==> src/rtl/mux_4x1_pkg.sv <==
// ---------------------------------------------------------------------------
// mux_4x1_pkg
// Shared types and constants for the mux_4x1 selector.
//   sel_t        : 2-bit select, {s1,s0}
//   SEL_A..SEL_D : select codes for data inputs a..d
//   SEL_CNT_MAX  : saturation value of the optional select-change counter
//                  (present only when MUX_4X1_SEL_STATS_EN is defined)
// ---------------------------------------------------------------------------
package mux_4x1_pkg;

    typedef logic [1:0] sel_t;

    localparam sel_t SEL_A = 2'b00;
    localparam sel_t SEL_B = 2'b01;
    localparam sel_t SEL_C = 2'b10;
    localparam sel_t SEL_D = 2'b11;

    localparam logic [15:0] SEL_CNT_MAX = 16'hFFFF;

    // Saturating increment used by the select-change counter.
    function automatic logic [15:0] sat_inc(input logic [15:0] v);
        return (v == SEL_CNT_MAX) ? v : v + 16'd1;
    endfunction

endpackage

==> src/rtl/mux_4x1_mux_2x1.sv <==
// ---------------------------------------------------------------------------
// mux_2x1
// WIDTH-bit 2:1 combinational selector, leaf of the mux_4x1 tree.
// Ports:
//   in0  : data selected when sel=0
//   in1  : data selected when sel=1
//   sel  : select
//   y    : selected data
// An unknown sel propagates as all-X on y rather than merging in0/in1,
// so simulation never hides a bad select behind matching data bits.
// ---------------------------------------------------------------------------
module mux_2x1 #(
    parameter int WIDTH = 1
) (
    input  logic [WIDTH-1:0] in0,
    input  logic [WIDTH-1:0] in1,
    input  logic             sel,
    output logic [WIDTH-1:0] y
);

    always_comb begin
        y = '0;
        case (sel)
            1'b0:    y = in0;
            1'b1:    y = in1;
            default: y = 'x;
        endcase
    end

endmodule

==> src/rtl/mux_4x1.sv <==
// ---------------------------------------------------------------------------
// mux_4x1
// 4-to-1 selector with a combinational output and a registered copy.
// Ports:
//   clk     : rising-edge clock, registered path only
//   rst     : asynchronous active-high reset (registered path only)
//   a,b,c,d : WIDTH-bit data inputs, selected by {s1,s0} = 00/01/10/11
//   s0, s1  : select LSB / MSB
//   out     : combinational selected data (not affected by clk or rst)
//   out_q   : out registered on clk
//   sel_chg : registered pulse, {s1,s0} differs from last sampled select
//   sel_cnt : saturating count of sel_chg pulses
//             (only when MUX_4X1_SEL_STATS_EN is defined)
// Optional feature macro: MUX_4X1_SEL_STATS_EN
// ---------------------------------------------------------------------------
module mux_4x1
    import mux_4x1_pkg::*;
#(
    parameter int WIDTH = 1
) (
    input  logic             clk,
    input  logic             rst,
    input  logic [WIDTH-1:0] a,
    input  logic [WIDTH-1:0] b,
    input  logic [WIDTH-1:0] c,
    input  logic [WIDTH-1:0] d,
    input  logic             s0,
    input  logic             s1,
    output logic [WIDTH-1:0] out,
`ifdef MUX_4X1_SEL_STATS_EN
    output logic [15:0]      sel_cnt,
`endif
    output logic [WIDTH-1:0] out_q,
    output logic             sel_chg
);

    logic [WIDTH-1:0] ab_y;
    logic [WIDTH-1:0] cd_y;

    // Leaf stage on s0, root stage on s1.
    mux_2x1 #(.WIDTH(WIDTH)) u_mux_ab (
        .in0 (a),
        .in1 (b),
        .sel (s0),
        .y   (ab_y)
    );

    mux_2x1 #(.WIDTH(WIDTH)) u_mux_cd (
        .in0 (c),
        .in1 (d),
        .sel (s0),
        .y   (cd_y)
    );

    mux_2x1 #(.WIDTH(WIDTH)) u_mux_root (
        .in0 (ab_y),
        .in1 (cd_y),
        .sel (s1),
        .y   (out)
    );

    // -----------------------------------------------------------------------
    // Registered path
    // -----------------------------------------------------------------------
    sel_t             sel_cur;
    sel_t             sel_d;
    sel_t             sel_q;
    logic [WIDTH-1:0] out_d;
    logic             sel_chg_d;
    logic             sel_chg_q;

    assign sel_cur = {s1, s0};

    always_comb begin
        out_d     = out;
        sel_d     = sel_cur;
        // After reset sel_q holds SEL_A, so the first edge compares to 00.
        sel_chg_d = (sel_cur != sel_q);
    end

    always_ff @(posedge clk or posedge rst) begin
        if (rst) begin
            out_q     <= '0;
            sel_q     <= SEL_A;
            sel_chg_q <= 1'b0;
        end else begin
            out_q     <= out_d;
            sel_q     <= sel_d;
            sel_chg_q <= sel_chg_d;
        end
    end

    assign sel_chg = sel_chg_q;

`ifdef MUX_4X1_SEL_STATS_EN
    // Counts edges where the compare is true, i.e. one per sel_chg pulse.
    logic [15:0] sel_cnt_d;
    logic [15:0] sel_cnt_q;

    always_comb begin
        sel_cnt_d = sel_cnt_q;
        if (sel_chg_d) begin
            sel_cnt_d = sat_inc(sel_cnt_q);
        end
    end

    always_ff @(posedge clk or posedge rst) begin
        if (rst) begin
            sel_cnt_q <= '0;
        end else begin
            sel_cnt_q <= sel_cnt_d;
        end
    end

    assign sel_cnt = sel_cnt_q;
`endif

endmodule

==> config.mk <==
export PLATFORM = sky130hd
export DESIGN_NAME = mux_4x1
export DESIGN_NICKNAME = d
export VERILOG_FILES = /design/src/rtl/mux_4x1_pkg.sv /design/src/rtl/mux_4x1_mux_2x1.sv /design/src/rtl/mux_4x1.sv
export SDC_FILE = /design/constraint.sdc
export NUM_CORES = 1
export LEC_CHECK = 0
export CORE_AREA = 4 4 41 43
export CTS_CLUSTER_DIAMETER = 120
export DETAILED_ROUTE_END_ITERATION = 8
export DIE_AREA = 0 0 45 47
export GPL_TIMING_DRIVEN = 0
export SLEW_MARGIN = 20
export SYNTH_ARGS = -nofsm -noshare
export SYNTH_HDL_FRONTEND = slang
export SYNTH_SLANG_ARGS = --single-unit
export TNS_END_PERCENT = 20
==> constraint.sdc <==
create_clock -name clk -period 1.3 [get_ports clk]
set_input_delay 0.39 -clock clk [delete_from_list [all_inputs] [get_ports clk]]
set_output_delay 0.39 -clock clk [all_outputs]
set_load 0.01 [all_outputs]
# After elaboration in Yosys (flattened, before gate mapping)
# Cells that the tools add are included.
[op_classes]
n_bitwise = 2
n_mux = 3
eq_ne = 1
[ops]
columns = ["operator", "n"]
rows = [
  ["$pmux 1 s2", 3],
  ["$ne 2x2->1", 1],
  ["$not 1->1", 2],
]
[totals]
input_bits = 8
wordCells = 9
out_inout_bits = 3
regBits = 4

# Longest topological paths before layout
# Gate-level depths: netlist of run 1.
[depth]
ltp_word = 3
ltp_mapped = 2
depth_no_buf = 2

# Modules after synthesis
# From an unflattened synthesis of run 1, not the netlist that was laid out.
[unflattened]
hier_cells = 11
area_unflattened_um2 = 170.2
[by_module_without_submodules]
columns = ["mod", "cells_per_inst", "seq_area_each_um2", "area_each_um2", "instances"]
rows = [
  ["mux_4x1", 8, 100.1, 125.1, 1],
  ["mux_2x1", 1, 0.0, 15.0, 3],
]

# Least setup slack after synthesis of run 1
# OpenSTA, ideal clock, no wires.
[synth_timing]
path_type = "input to output"
start = "input port s0"
end = "output port out"
stages = 1
slack_ns = 0.003
required_time_ns = 0.910
arrival_ns = 0.907
n_path_buf = 0
path_cell_list = "mux4_2"
[synth_between]
elab_chain_cells = 3
elab_cells_between_ends = 4
classes_between = "3 x mux; 1 x bitwise"
[synth_rtl]
columns = ["item", "line_no", "rtl"]
rows = [
  ["from (decl)", "mux_4x1.sv:27", "input logic s0,"],
  ["$not 1->1", "mux_4x1_mux_2x1.sv:23", "case (sel)"],
  ["$pmux 1 s2", "mux_4x1_mux_2x1.sv:23", ""],
  ["$pmux 1 s2 (*)", "mux_4x1_mux_2x1.sv:23", ""],
  ["to (decl)", "mux_4x1.sv:29", "output logic [WIDTH-1:0] out,"],
]
# Mark *: on every way between the ends. The rest lies on a longest branch, timed or not.

# Final worst setup path of run 1
# Ends and elaborated chain as after synthesis.

==> impl_metrics.ini, run 1 <==
[power]
p_int_w = 0.0002747
powerDensity_nw_per_um2 = 1236
leakage_nw = 0.1302
pwr-share-clk_pct = 44.0
switching_share_pct = 21.06
p_switching_w = 0.00007328
power_frac_seq_pct = 39.4
ir_drop_mv = 0.2786
combPwrFrac_pct = 16.5

[worst_hold_path]
holdCritPathClass = in2reg
hp-start = s1

[logic_synthesis]
netlist_area_um2 = 147.6
synth_top_area_share_pct = 67.80
async_flop_share_pct = 100.0
synth_cell_type_count = 5
synth_most_common_cell = dfrtp_1
synth_top_cell_by_area = dfrtp_1
avgSynthCellArea_um2 = 16.40
seq_area_frac_synth_pct = 67.80
ys.flop_type = dfrtp_1
synth-edff-count = 0
synthCells = 9
syn_nets = 17
ys_seq_elements = 4
yosysWarnings = 0
synth_area_leaders = dfrtp_1, mux4_2, xnor2_1
yosys-top-cells-count = dfrtp_1, xnor2_1, inv_1, mux4_2, nand2_1

[sta]
finClkSkew_ns = 0.003235
rsz0062_at_grt = true
hold_violations = 0
fmax_mhz = 667.5
period_share_pct = 115.2
report.final.slew_viol_count = 0
slew_headroom_pct = 89.77
whs_ns = 0.3147
setup_viol = 1
finalWorstSetupSlack_ns = -0.1981
period_minus_slack_ns = 1.498
worst_slew_pin_slew_ns = 0.1533

[floorplanning]
boundaryPins = 11
die_w_um = 45
dieArea_um2 = 2115
num_rows = 13
die_y_um = 47
core_area_um2 = 1301
start_util_pct = 11.35

[clock_tree]
cts.sinks = 4
clock_path_buffers = 2
insertion_delay_ns = 0.23
cts_max_level = 1
cts_root_buf = clkbuf_4
cts.clk_slew.worst_paths_ns = 0.04
cts_tree = yes
cts_buffers = 3

[critical_path]
startpoint_type = input port
path_max_fanout = 2
required_ns = 0.91
path_cells = buf_8 > mux4_2 > buf_6
worstPathArrival_ns = 1.11
critPathBufInv = 2
path_class = in2out
r2r_start = sel_q[1]
crit_family = multiplexers
cp-startpoint = s0
slowest_stage = mux4_2
end_kind = primary output
slowest_delay_ns = 0.51

[outcome]
run_status = finished with violations
violations = negative setup slack

[detailed_routing]
detail_route.wl_per_cell_um = 9.789
route.vias.total = 120
viasPerCell = 3.158
drc_errors = 0
drtAntennaViolNets = 0
drt_wl_total_um = 372
firstDrtPassIters = 1
detail_route.iter0.violations = 0

[grt]
first_global_vias = 154
grt_usage_pct = 5.004
grt_max_degree = 5
antenna_found_initial = 0
grt_pass1_wl_um = 621
grt-ovfl-total = 0

[final_layout]
final_layout_size_suffix_gt1_share_pct = 52.17
nets = 33
fillers = 153
syn2layout_area_growth_pct = 90.68
diodes = 0

[place]
place_ws_ns = -1.060
gp_congestion = 0.6657
portBuffers = 10

[job]
cap_violations = 0
-- layout make-up --
class / instances / area (um2) / share of cell area, %
clock buffer: 3 / 22.52 / 8.000
inverter: 1 / 3.754 / 1.333
multi-input combinational: 4 / 43.79 / 15.56
sequential: 4 / 100.1 / 35.56
tap: 15 / 18.77 / 6.667
timing repair buffer: 11 / 92.59 / 32.89
-- layer usage --
metal  GRT usage [%]  up-vias  part of all wire, %
met4           7.018        0                    0
met2           6.215       10                   41
met1           3.695       52                   37
met5               0        -                    0
met3           4.981        0                   22
li1                -       58                    -
-- flip-flops by register name, summed over array words and instances, names as in the netlist --
register	flops
sel_q	2
sel_chg	1
out_q	1
-- cells by family (layout without fill, tap and decap cells) --
logic type	count (synthesis)	count (layout)	synth area share, %
simple gates	1	1	2.540
buf+inv	1	15	2.540
flops	4	4	67.80
mux	1	1	15.25
xor+xnor	2	2	11.87
-- metrics by stage --
step	TNS [ns]	std cells	utilization, %	instance area, um2	total power [W]
2_1_floorplan	0	9	-	147.6	0.0001591
3_3_place_gp	-1.329	34	20.48	266.5	0.0002012
3_5_place_dp	-1.373	34	20.48	266.5	0.0002034
4_1_cts	-0.2020	38	22.02	286.5	0.0003612
5_1_grt	-0.2214	38	21.63	281.5	0.0003684
6_report	-0.1981	38	21.63	281.5	0.0003480
-- power groups by stage --
stage	clock network (W)	logic (W)	registers, W
after detailed placement	0	0.0000640	0.000139
after global placement	0	0.0000625	0.000139
after global routing	0.000167	0.0000631	0.000138
after CTS	0.000164	0.0000595	0.000137
after floorplan	0	0.0000165	0.000143
final	0.000153	0.0000576	0.000137
-- worst paths after layout --
path	end	slack, ns	cells after the start
worst max-delay path	out	-0.20	3
worst min-delay path	sel_q[1]	0.31	1
worst max register to register	sel_chg	0.62	2
worst min register to register	sel_chg	0.47	2
max in group asynchronous	sel_chg	0.80	2
min in group asynchronous	out_q	0.35	2
-- cell usage in the layout (no fill, tap or decap) --
master and count:
mux4_2 1, buf_4 1, clkdlybuf4s50_1 1, clkbuf_2 1, clkbuf_4 3, inv_1 1
nand2_1 1, dlygate4sd2_1 2, buf_2 3, xnor2_1 2, dfrtp_1 4, buf_6 2
buf_8 1
-- repair_timing --
action | CTS | global route
endpoints found under the setup margin | 4 | 1
gates cloned | 0 | 0
pin swaps | 0 | 0
hold buffers | 0 | 0
setup buffers | 1 | 0
resized for setup | 29 | 1
(Power assumes the default switching activity.)
==> inputs of run 2 (changes only) <==
--- a/config.mk
+++ b/config.mk
@@ -10,6 +10,7 @@
 export DETAILED_ROUTE_END_ITERATION = 8
 export DIE_AREA = 0 0 45 47
 export GPL_TIMING_DRIVEN = 0
+export REMOVE_ABC_BUFFERS = 1
 export SLEW_MARGIN = 20
 export SYNTH_ARGS = -nofsm -noshare
 export SYNTH_HDL_FRONTEND = slang
==> results of run 2 <==
Same layout as run 1: the final DEF is identical, and so are final timing and power.
